### src/rtl/lsu_pkg.sv
// Shared definitions for the load/store unit: funct3 encodings, FSM states
// and request legality helpers.
`timescale 1ns/1ps
package lsu_pkg;

    // RV32I load funct3 encodings
    localparam logic [2:0] F3_LB  = 3'b000;
    localparam logic [2:0] F3_LH  = 3'b001;
    localparam logic [2:0] F3_LW  = 3'b010;
    localparam logic [2:0] F3_LBU = 3'b100;
    localparam logic [2:0] F3_LHU = 3'b101;

    // RV32I store funct3 encodings
    localparam logic [2:0] F3_SB  = 3'b000;
    localparam logic [2:0] F3_SH  = 3'b001;
    localparam logic [2:0] F3_SW  = 3'b010;

    typedef enum logic [2:0] {
        ST_IDLE    = 3'd0,
        ST_RD_REQ  = 3'd1,
        ST_RD_WAIT = 3'd2,
        ST_WR_REQ  = 3'd3,
        ST_RESP    = 3'd4
    } lsu_state_t;

    // Loads allow byte/half/word plus the unsigned byte/half forms;
    // stores allow only byte/half/word.
    function automatic logic is_legal(input logic we, input logic [2:0] funct3);
        logic ok;
        if (we) begin
            ok = (funct3 == F3_SB) || (funct3 == F3_SH) || (funct3 == F3_SW);
        end else begin
            ok = (funct3 == F3_LB) || (funct3 == F3_LH) || (funct3 == F3_LW) ||
                 (funct3 == F3_LBU) || (funct3 == F3_LHU);
        end
        return ok;
    endfunction

    // funct3[1:0] gives the access size for both loads and stores.
    function automatic logic is_misaligned(input logic [2:0] funct3, input logic [1:0] off);
        logic mis;
        mis = 1'b0;
        if (funct3[1:0] == 2'b01) begin
            mis = off[0];
        end else if (funct3[1:0] == 2'b10) begin
            mis = (off != 2'b00);
        end
        return mis;
    endfunction

endpackage

### src/rtl/lsu_align.sv
// Byte-lane logic of the LSU: extracts and extends load data from a memory
// word, and merges sub-word store data into a previously read word.
`timescale 1ns/1ps
module lsu_align
    import lsu_pkg::*;
#(
    parameter int XLEN = 32
) (
    input  logic [XLEN-1:0] rdata,
    input  logic [XLEN-1:0] wdata,
    input  logic [2:0]      funct3,
    input  logic [1:0]      off,
    output logic [XLEN-1:0] load_ext,
    output logic [XLEN-1:0] store_merged
);

    localparam int LANES = XLEN / 8;

    logic [7:0]  byte_sel;
    logic [15:0] half_sel;

    assign byte_sel = rdata[{off, 3'b000} +: 8];
    assign half_sel = rdata[{off[1], 4'b0000} +: 16];

    // Select and extend the addressed byte/half, or pass the whole word
    always_comb begin
        load_ext = '0;
        case (funct3)
            F3_LB:   load_ext = {{(XLEN-8){byte_sel[7]}}, byte_sel};
            F3_LH:   load_ext = {{(XLEN-16){half_sel[15]}}, half_sel};
            F3_LW:   load_ext = rdata;
            F3_LBU:  load_ext = {{(XLEN-8){1'b0}}, byte_sel};
            F3_LHU:  load_ext = {{(XLEN-16){1'b0}}, half_sel};
            default: load_ext = '0;
        endcase
    end

    // Each byte lane takes store data when the access covers it, otherwise
    // it keeps the byte that was read from memory.
    generate
        for (genvar gi = 0; gi < LANES; gi++) begin : g_lane
            localparam logic [1:0] LANE = 2'(gi);
            logic       lane_en;
            logic [7:0] lane_src;

            assign lane_en  = (funct3 == F3_SB) ? (off == LANE) :
                              (funct3 == F3_SH) ? (off[1] == LANE[1]) : 1'b1;
            assign lane_src = (funct3 == F3_SB) ? wdata[7:0] :
                              (funct3 == F3_SH) ? wdata[8*(gi%2) +: 8] : wdata[8*gi +: 8];
            assign store_merged[8*gi +: 8] = lane_en ? lane_src : rdata[8*gi +: 8];
        end
    endgenerate

endmodule

### src/rtl/lsu_master.sv
// Load/store unit master: accepts one core request at a time, validates it,
// performs the word read / write (read-modify-write for SB/SH) over a
// request/grant memory port and returns extended load data or an error.
`timescale 1ns/1ps
module lsu_master
    import lsu_pkg::*;
#(
    parameter int MEM_AW = 5,
    parameter int XLEN   = 32
) (
    input  logic              clk,
    input  logic              rst,
    input  logic              req_valid,
    output logic              req_ready,
    input  logic              req_we,
    input  logic [2:0]        req_funct3,
    input  logic [XLEN-1:0]   req_addr,
    input  logic [XLEN-1:0]   req_wdata,
    output logic              resp_valid,
    output logic [XLEN-1:0]   resp_rdata,
    output logic              resp_err,
    output logic              mem_req,
    output logic              mem_we,
    output logic [MEM_AW-1:0] mem_addr,
    output logic [XLEN-1:0]   mem_wdata,
    input  logic              mem_gnt,
    input  logic              mem_rvalid,
    input  logic [XLEN-1:0]   mem_rdata
);

    lsu_state_t        state_q, state_d;
    logic              we_q, we_d;
    logic [2:0]        funct3_q, funct3_d;
    logic [1:0]        off_q, off_d;
    logic [XLEN-1:0]   wdata_q, wdata_d;
    logic [XLEN-1:0]   rdata_q, rdata_d;
    logic              err_q, err_d;
    logic              mem_req_q, mem_req_d;
    logic              mem_we_q, mem_we_d;
    logic [MEM_AW-1:0] mem_addr_q, mem_addr_d;
    logic [XLEN-1:0]   mem_wdata_q, mem_wdata_d;

    logic              accept;
    logic              req_err;
    logic              out_of_range;
    logic [XLEN-1:0]   load_ext;
    logic [XLEN-1:0]   store_merged;

    assign accept       = req_valid && (state_q == ST_IDLE);
    assign out_of_range = |(req_addr >> (MEM_AW + 2));
    assign req_err      = !is_legal(req_we, req_funct3) ||
                          is_misaligned(req_funct3, req_addr[1:0]) || out_of_range;

    lsu_align #(
        .XLEN(XLEN)
    ) u_align (
        .rdata        (mem_rdata),
        .wdata        (wdata_q),
        .funct3       (funct3_q),
        .off          (off_q),
        .load_ext     (load_ext),
        .store_merged (store_merged)
    );

    // State register
    always_ff @(posedge clk) begin
        if (!rst) begin
            state_q <= ST_IDLE;
        end else begin
            state_q <= state_d;
        end
    end

    // Next-state logic
    always_comb begin
        state_d = state_q;
        case (state_q)
            ST_IDLE: begin
                if (accept) begin
                    if (req_err) begin
                        state_d = ST_RESP;
                    end else if (req_we && (req_funct3 == F3_SW)) begin
                        state_d = ST_WR_REQ;
                    end else begin
                        state_d = ST_RD_REQ;
                    end
                end
            end
            ST_RD_REQ: begin
                if (mem_gnt) state_d = ST_RD_WAIT;
            end
            ST_RD_WAIT: begin
                if (mem_rvalid) state_d = we_q ? ST_WR_REQ : ST_RESP;
            end
            ST_WR_REQ: begin
                if (mem_gnt) state_d = ST_RESP;
            end
            ST_RESP: state_d = ST_IDLE;
            default: state_d = ST_IDLE;
        endcase
    end

    // Outputs decoded from the current state; response data is zero outside RESP
    always_comb begin
        req_ready  = (state_q == ST_IDLE);
        resp_valid = (state_q == ST_RESP);
        resp_err   = (state_q == ST_RESP) && err_q;
        resp_rdata = (state_q == ST_RESP) ? rdata_q : '0;
        mem_req    = mem_req_q;
        mem_we     = mem_we_q;
        mem_addr   = mem_addr_q;
        mem_wdata  = mem_wdata_q;
    end

    // Datapath next values: capture request, collect read data, build write word.
    // Memory-port signals follow the next state so they are glitch-free flops
    // and stay frozen while a request waits for its grant.
    always_comb begin
        we_d        = we_q;
        funct3_d    = funct3_q;
        off_d       = off_q;
        wdata_d     = wdata_q;
        rdata_d     = rdata_q;
        err_d       = err_q;
        mem_addr_d  = mem_addr_q;
        mem_wdata_d = mem_wdata_q;

        if (accept) begin
            we_d       = req_we;
            funct3_d   = req_funct3;
            off_d      = req_addr[1:0];
            wdata_d    = req_wdata;
            rdata_d    = '0;
            err_d      = req_err;
            mem_addr_d = req_addr[MEM_AW+1:2];
            if (!req_err && req_we && (req_funct3 == F3_SW)) begin
                mem_wdata_d = req_wdata;
            end
        end

        if ((state_q == ST_RD_WAIT) && mem_rvalid) begin
            if (we_q) begin
                mem_wdata_d = store_merged;
            end else begin
                rdata_d = load_ext;
            end
        end

        mem_req_d = (state_d == ST_RD_REQ) || (state_d == ST_WR_REQ);
        mem_we_d  = (state_d == ST_WR_REQ);
    end

    // Datapath registers
    always_ff @(posedge clk) begin
        if (!rst) begin
            we_q        <= 1'b0;
            funct3_q    <= 3'b000;
            off_q       <= 2'b00;
            wdata_q     <= '0;
            rdata_q     <= '0;
            err_q       <= 1'b0;
            mem_req_q   <= 1'b0;
            mem_we_q    <= 1'b0;
            mem_addr_q  <= '0;
            mem_wdata_q <= '0;
        end else begin
            we_q        <= we_d;
            funct3_q    <= funct3_d;
            off_q       <= off_d;
            wdata_q     <= wdata_d;
            rdata_q     <= rdata_d;
            err_q       <= err_d;
            mem_req_q   <= mem_req_d;
            mem_we_q    <= mem_we_d;
            mem_addr_q  <= mem_addr_d;
            mem_wdata_q <= mem_wdata_d;
        end
    end

endmodule
### config.mk
export PLATFORM = sky130hd
export DESIGN_NAME = lsu_master
export DESIGN_NICKNAME = d
export VERILOG_FILES = /design/src/rtl/lsu_pkg.sv /design/src/rtl/lsu_align.sv /design/src/rtl/lsu_master.sv
export SDC_FILE = /design/constraint.sdc
export NUM_CORES = 1
export LEC_CHECK = 0
export CAP_MARGIN = 20
export CORE_ASPECT_RATIO = 1.2
export CORE_MARGIN = 4
export CORE_UTILIZATION = 47
export DETAILED_ROUTE_END_ITERATION = 8
export GPL_ROUTABILITY_DRIVEN = 0
export PLACE_DENSITY = 0.8
export SYNTH_ARGS = -nofsm -noshare
export SYNTH_HDL_FRONTEND = slang
export SYNTH_SLANG_ARGS = --single-unit
### constraint.sdc
create_clock -name clk -period 2.7 [get_ports clk]
set_input_delay 0.54 -clock clk [delete_from_list [all_inputs] [get_ports clk]]
set_output_delay 0.54 -clock clk [all_outputs]
set_load 0.02 [all_outputs]
Yosys cells after proc, flatten, opt, wreduce, memory -nomap -nowiden
Index checks and enable logic that the tools add are counted.
- eq/ne operators: 19
- shift operators: 2
- mux-type cells: 35
- bitwise logic cells: 1
- reductions and logical operators: 21
- operator list (operator ; number):
    32-bit 2-to-1 mux ; 8
    32-bit case mux with 5 select lines ; 1
    8-bit 2-to-1 mux ; 9
    32-bit by 6-bit variable part select with 16-bit output ; 1
    32-bit by 6-bit variable part select with 8-bit output ; 1
    25-bit OR reduction ; 1
    3-bit 2-to-1 mux ; 6
    3-bit by 2-bit == test with 1-bit output (second input constant) ; 5
    3-bit == test (second input constant) ; 5
    3-bit by 1-bit == test with 1-bit output (second input constant) ; 4
    3-bit case mux with 4 select lines ; 1
    3-bit logical NOT ; 3
    1-bit 2-to-1 mux ; 9
    1-bit logical OR ; 7
    2-bit == test (second input constant) ; 3
    1-bit logical AND ; 6
    2-bit by 1-bit == test with 1-bit output (second input constant) ; 2
    1-bit logical NOT ; 2
    2-bit logical NOT ; 1
    2-bit 2-to-1 mux ; 1
    2-bit nonzero test ; 1
    1-bit NOT ; 1
- bits in registers: 113
- bits of input ports: 105
- output and inout bits: 74
- logic and storage cells: 89

Longest topological paths before layout
- depth in word-level cells: 16
- depth in mapped cells: 8
- depth with buffers taken out: 5

Hierarchy
A second synthesis with hierarchy kept.
- cells, all modules: 704
- area total of the unflattened synthesis: 6226.0 µm²
- by module, submodules not included (module ; times used ; cells each ; area an instance (µm²) ; seq. area each (µm²)):
    lsu_master ; 1 ; 491 ; 4543.1 ; 2262.2
    lsu_align ; 1 ; 213 ; 1682.9 ; 0.0

Worst setup path before layout
OpenSTA, ideal clock, no wires.
- kind: input to register
- start point: in req_addr[7]
- end point: reg mem_wdata_q[10], in the netlist mem_wdata[10]
- library setup time: 0.142 ns
- arrival time: 1.948 ns
- data required time: 2.558 ns
- setup slack: 0.610 ns
- cell stages on the path: 7
- buffers on the path: 2
- path through: nor4_1 > nand4_1 > or4_1 > buf_2 > buf_6 > nand2_1 > a311oi_1
- cells in the longest elaborated chain, start to end: 9
- RTL lines (element ; RTL line ; text):
    from (decl) ; lsu_master.sv:17 ; input logic [XLEN-1:0] req_addr,
    25-bit OR reduction * ; lsu_master.sv:50 ; assign out_of_range = |(req_addr >> (MEM_AW + 2));
    1-bit logical OR * ; lsu_master.sv:52 ; is_misaligned(req_funct3, req_addr[1:0]) || out_of_range;
    1-bit logical NOT * ; lsu_master.sv:136 ; if (!req_err && req_we && (req_funct3 == F3_SW)) begin
    1-bit logical AND * (2 in series) ; lsu_master.sv:136 ;
    32-bit 2-to-1 mux * ; lsu_master.sv:136 ;
    32-bit 2-to-1 mux * ; lsu_master.sv:128 ; if (accept) begin
    32-bit 2-to-1 mux ; lsu_master.sv:142 ; if (we_q) begin
    32-bit 2-to-1 mux * ; lsu_master.sv:141 ; if ((state_q == ST_RD_WAIT) && mem_rvalid) begin
    to (signal assigned) ; lsu_master.sv:176 ; mem_wdata_q <= mem_wdata_d;
    to (decl) ; lsu_master.sv:41 ; logic [XLEN-1:0] mem_wdata_q, mem_wdata_d;
Every way passes the cells marked *; elsewhere a longest branch is shown, timed or not.
A chain may end at the register's enable or synchronous reset.

Final worst setup path
- start point: reg state_q[1]
- end point: out resp_rdata[23]
- cells in the longest elaborated chain, start to end: 2
- RTL lines (element ; RTL line ; text):
    from (decl) ; lsu_master.sv:31 ; lsu_state_t state_q, state_d;
    from (signal assigned) ; lsu_master.sv:70 ; state_q <= state_d;
    3-bit == test ; lsu_master.sv:108 ; resp_rdata = (state_q == ST_RESP) ? rdata_q : '0;
    32-bit 2-to-1 mux ; lsu_master.sv:108 ;
    to (decl) ; lsu_master.sv:20 ; output logic [XLEN-1:0] resp_rdata,
No other way between the ends.

==> flow_metrics.py <==
metrics = {
    "run_status": {
        "status": "complete, no violations",
    },
    "critical_path": {
        "crit_fanout": 17,
        "critPathRequiredTime_ns": 2.16,
        "critPathLaunch": "state_q[1]",
        "worstSetupPathType": "reg2out",
        "reg2reg_to": "rdata_q[10]",
        "setup.worst_path.end": "resp_rdata[23]",
        "startpoint_type": "register",
        "rr_worst_depth": 5,
        "reg2reg_from": "funct3_q[1]",
        "worstPathArrival_ns": 2.05,
        "end_kind": "output pin",
        "reg2reg_slack_ns": 0.35,
    },
    "synthesis": {
        "synthFlopType": "dfxtp_1",
        "netlist-cell-type-count": 49,
        "synth_edf_count": 0,
        "syn_inst": 678,
        "ys.warnings.count": 0,
        "avgSynthCellArea_sq_um": 8.26,
        "synth_nets": 783,
        "ys_async_sr_fraction": 0,
        "netlist_area_sq_um": 5600,
        "ys_seq_area_frac": 0.404,
        "ys_ff_latch": 113,
    },
    "pwr": {
        "power.density_nw_per_um2": 575,
        "leakagePower_uw": 0.00323,
        "peakVddDrop_v": 0.000384,
        "power_uw": 4730,
    },
    "timing": {
        "layout_min_cycle_time_ns": 2.59,
        "drv_slew": 0,
        "setup_viol": 0,
        "hold_viol_final": 0,
        "worst_clock_skew_ns": 0.00668,
        "worstMarginPinSlew_ns": 1.04,
        "fin_tns_setup_ns": 0,
        "clock.fmax_ghz": 0.386,
        "fin_crit_sh": 0.959,
        "slew_headroom": 0.305,
        "rsz0062_at_grt": "false",
        "worst_hold_slack_ns": 0.456,
    },
    "floorplan": {
        "start_util": 0.482,
        "num_io_pins": 179,
        "dieArea_sq_um": 13700,
        "rows": 43,
        "dieHeight_um": 128,
        "die_w_um": 108,
        "core_area_sq_um": 11600,
    },
    "cells_and_area": {
        "instances_no_fill": 1011,
        "drive_above_1_share": 0.103,
        "seq_area_sq_um": 2260,
        "final_cell_mix": "nand2_1 (174), clkdlybuf4s50_1 (162), dfxtp_1 (112)",
        "fillCellCount": 901,
        "num_antenna_cells": 0,
        "multi_input_area_sq_um": 3070,
        "areaGrowthSynthToFinish_pct": 47.0,
        "layout_commonest_cell": "nand2_1",
        "final_nets": 949,
    },
    "clock_network": {
        "tritoncts": "built",
        "clk_latency_ns": 0.41,
        "clkTransAtPathRegs_ns": 0.05,
        "clockBufferDepth": 2,
        "cts_max_level": 4,
        "cts_buffers": 17,
        "cts_num_sinks": 113,
        "hold_buffers": 0,
        "cts_root_buffer": "clkbuf_16",
    },
    "job": {
        "cap_violations": 0,
    },
    "hold_path": {
        "hp-class": "reg2reg",
        "min-delay-start": "wdata_q[23]",
        "hold_depth": 2,
    },
    "routing": {
        "drtAntennaViolNets": 0,
        "wl_per_cell_um": 20.0,
        "drtIter0Drc": 786,
        "routed_via_density": 6.02,
        "drcViolationCount": 0,
        "drt-total-wl_um": 20200,
        "first_pass_iters": 7,
        "vias": 6088,
    },
    "global_route": {
        "grt.overflow.total": 0,
        "grt_pass1_vias": 5965,
        "grt_max_degree": 79,
        "antenna_found_initial": 0,
        "grt_usage": 0.283,
        "grt_pass1_wl_um": 30700,
    },
    "placement": {
        "place.port_buffers": 178,
        "dp_hpwl_um": 14100,
        "dpl.cell_count": 979,
    },
}
-- routing by layer --
layer	up-vias	track usage	part of all wire	wire length (um)
met2	383	0.459	0.48	9740
met4	0	0.149	0.050	1010
met3	74	0.0707	0.099	2000
met1	2848	0.344	0.37	7450
li1	2783	-	-	-
met5	-	0	0	0
-- cells in the mapped netlist (all sizes together), types with 4 or more instances --
cell type    n  share of area
nor4         7          0.011
dfxtp      113           0.40
mux4         8          0.032
nor2        30          0.021
o21ai       26          0.023
nand2b       4         0.0045
mux2i       17          0.030
a211oi      33          0.044
nand2      174           0.12
clkbuf      33          0.022
a2bb2oi      6         0.0094
nand3        5         0.0045
buf         26          0.027
a22oi        6         0.0089
a221oi       6         0.0094
a31oi        8         0.0089
nor3         6         0.0054
and2        34          0.038
mux2         9          0.018
a221o       18          0.032
a21oi       58          0.054
a311oi      26          0.041
-- critical path, stage by stage (launching register included) --
cell and delay (ns):
dfxtp_1 0.41, nor3b_4 0.26, buf_6 0.20, and2_1 0.15, clkdlybuf4s50_1 0.61
-- logic make-up (layout without fill, tap and decap cells) --
logic type,count (synthesis),count (layout),share of synthesized area
AND/OR/NAND/NOR,274,274,0.221
AO/OA/AOI/OAI,195,195,0.243
flip-flops,113,113,0.404
buffers and inverters,62,238,0.0510
multiplexers,34,34,0.0807
-- area by class of cell --
type | instances | share of cell area
sequential | 113 | 0.275
tap | 157 | 0.0239
clock buffer | 25 | 0.0651
inverter | 3 | 0.00137
timing repair buffer | 206 | 0.250
clock inverter | 4 | 0.0116
multi-input combinational | 503 | 0.373
-- where the power goes --
| part | internal, uW | leakage, uW | total (uW) | switching (uW) |
|---|---|---|---|---|
| registers | 1710 | 0.000918 | 1760 | 44.6 |
| clock network | 1630 | 0.000313 | 2360 | 725 |
| logic | 299 | 0.00200 | 622 | 323 |
| total | 3640 | 0.00323 | 4730 | 1090 |
-- metrics by stage --
stage	cell area, sq um	setup slack, ns	util
final	8230	0.110	0.708
after global routing	8230	0.0201	0.708
after CTS	8150	0.0360	0.701
after detailed placement	7520	-0.132	0.647
after global placement	7520	0.00818	0.647
after floorplan	5600	0.610	-
-- flip-flops by register name, summed over array words and instances (netlist names), 2 cells and up --
signal and cells:
mem_wdata 32, rdata_q 32, wdata_q 32, mem_addr 5, funct3_q 3, state_q 3
off_q 2
-- what timing repair did --
action,CTS,global route
buffers inserted,0,1
setup endpoints to repair,2,33
gates cloned,0,1
resized for setup,1,21
-- how the worst min path moves through the flow --
stage,slack (ns),end
detailed placement,0.44,rdata_q[0]
floorplan,0.42,rdata_q[0]
global route,0.48,wdata_q[22]
finish,0.46,wdata_q[23]
CTS,0.46,wdata_q[29]
global placement,0.44,rdata_q[3]
No activity file was read; power rests on OpenSTA's default activity.
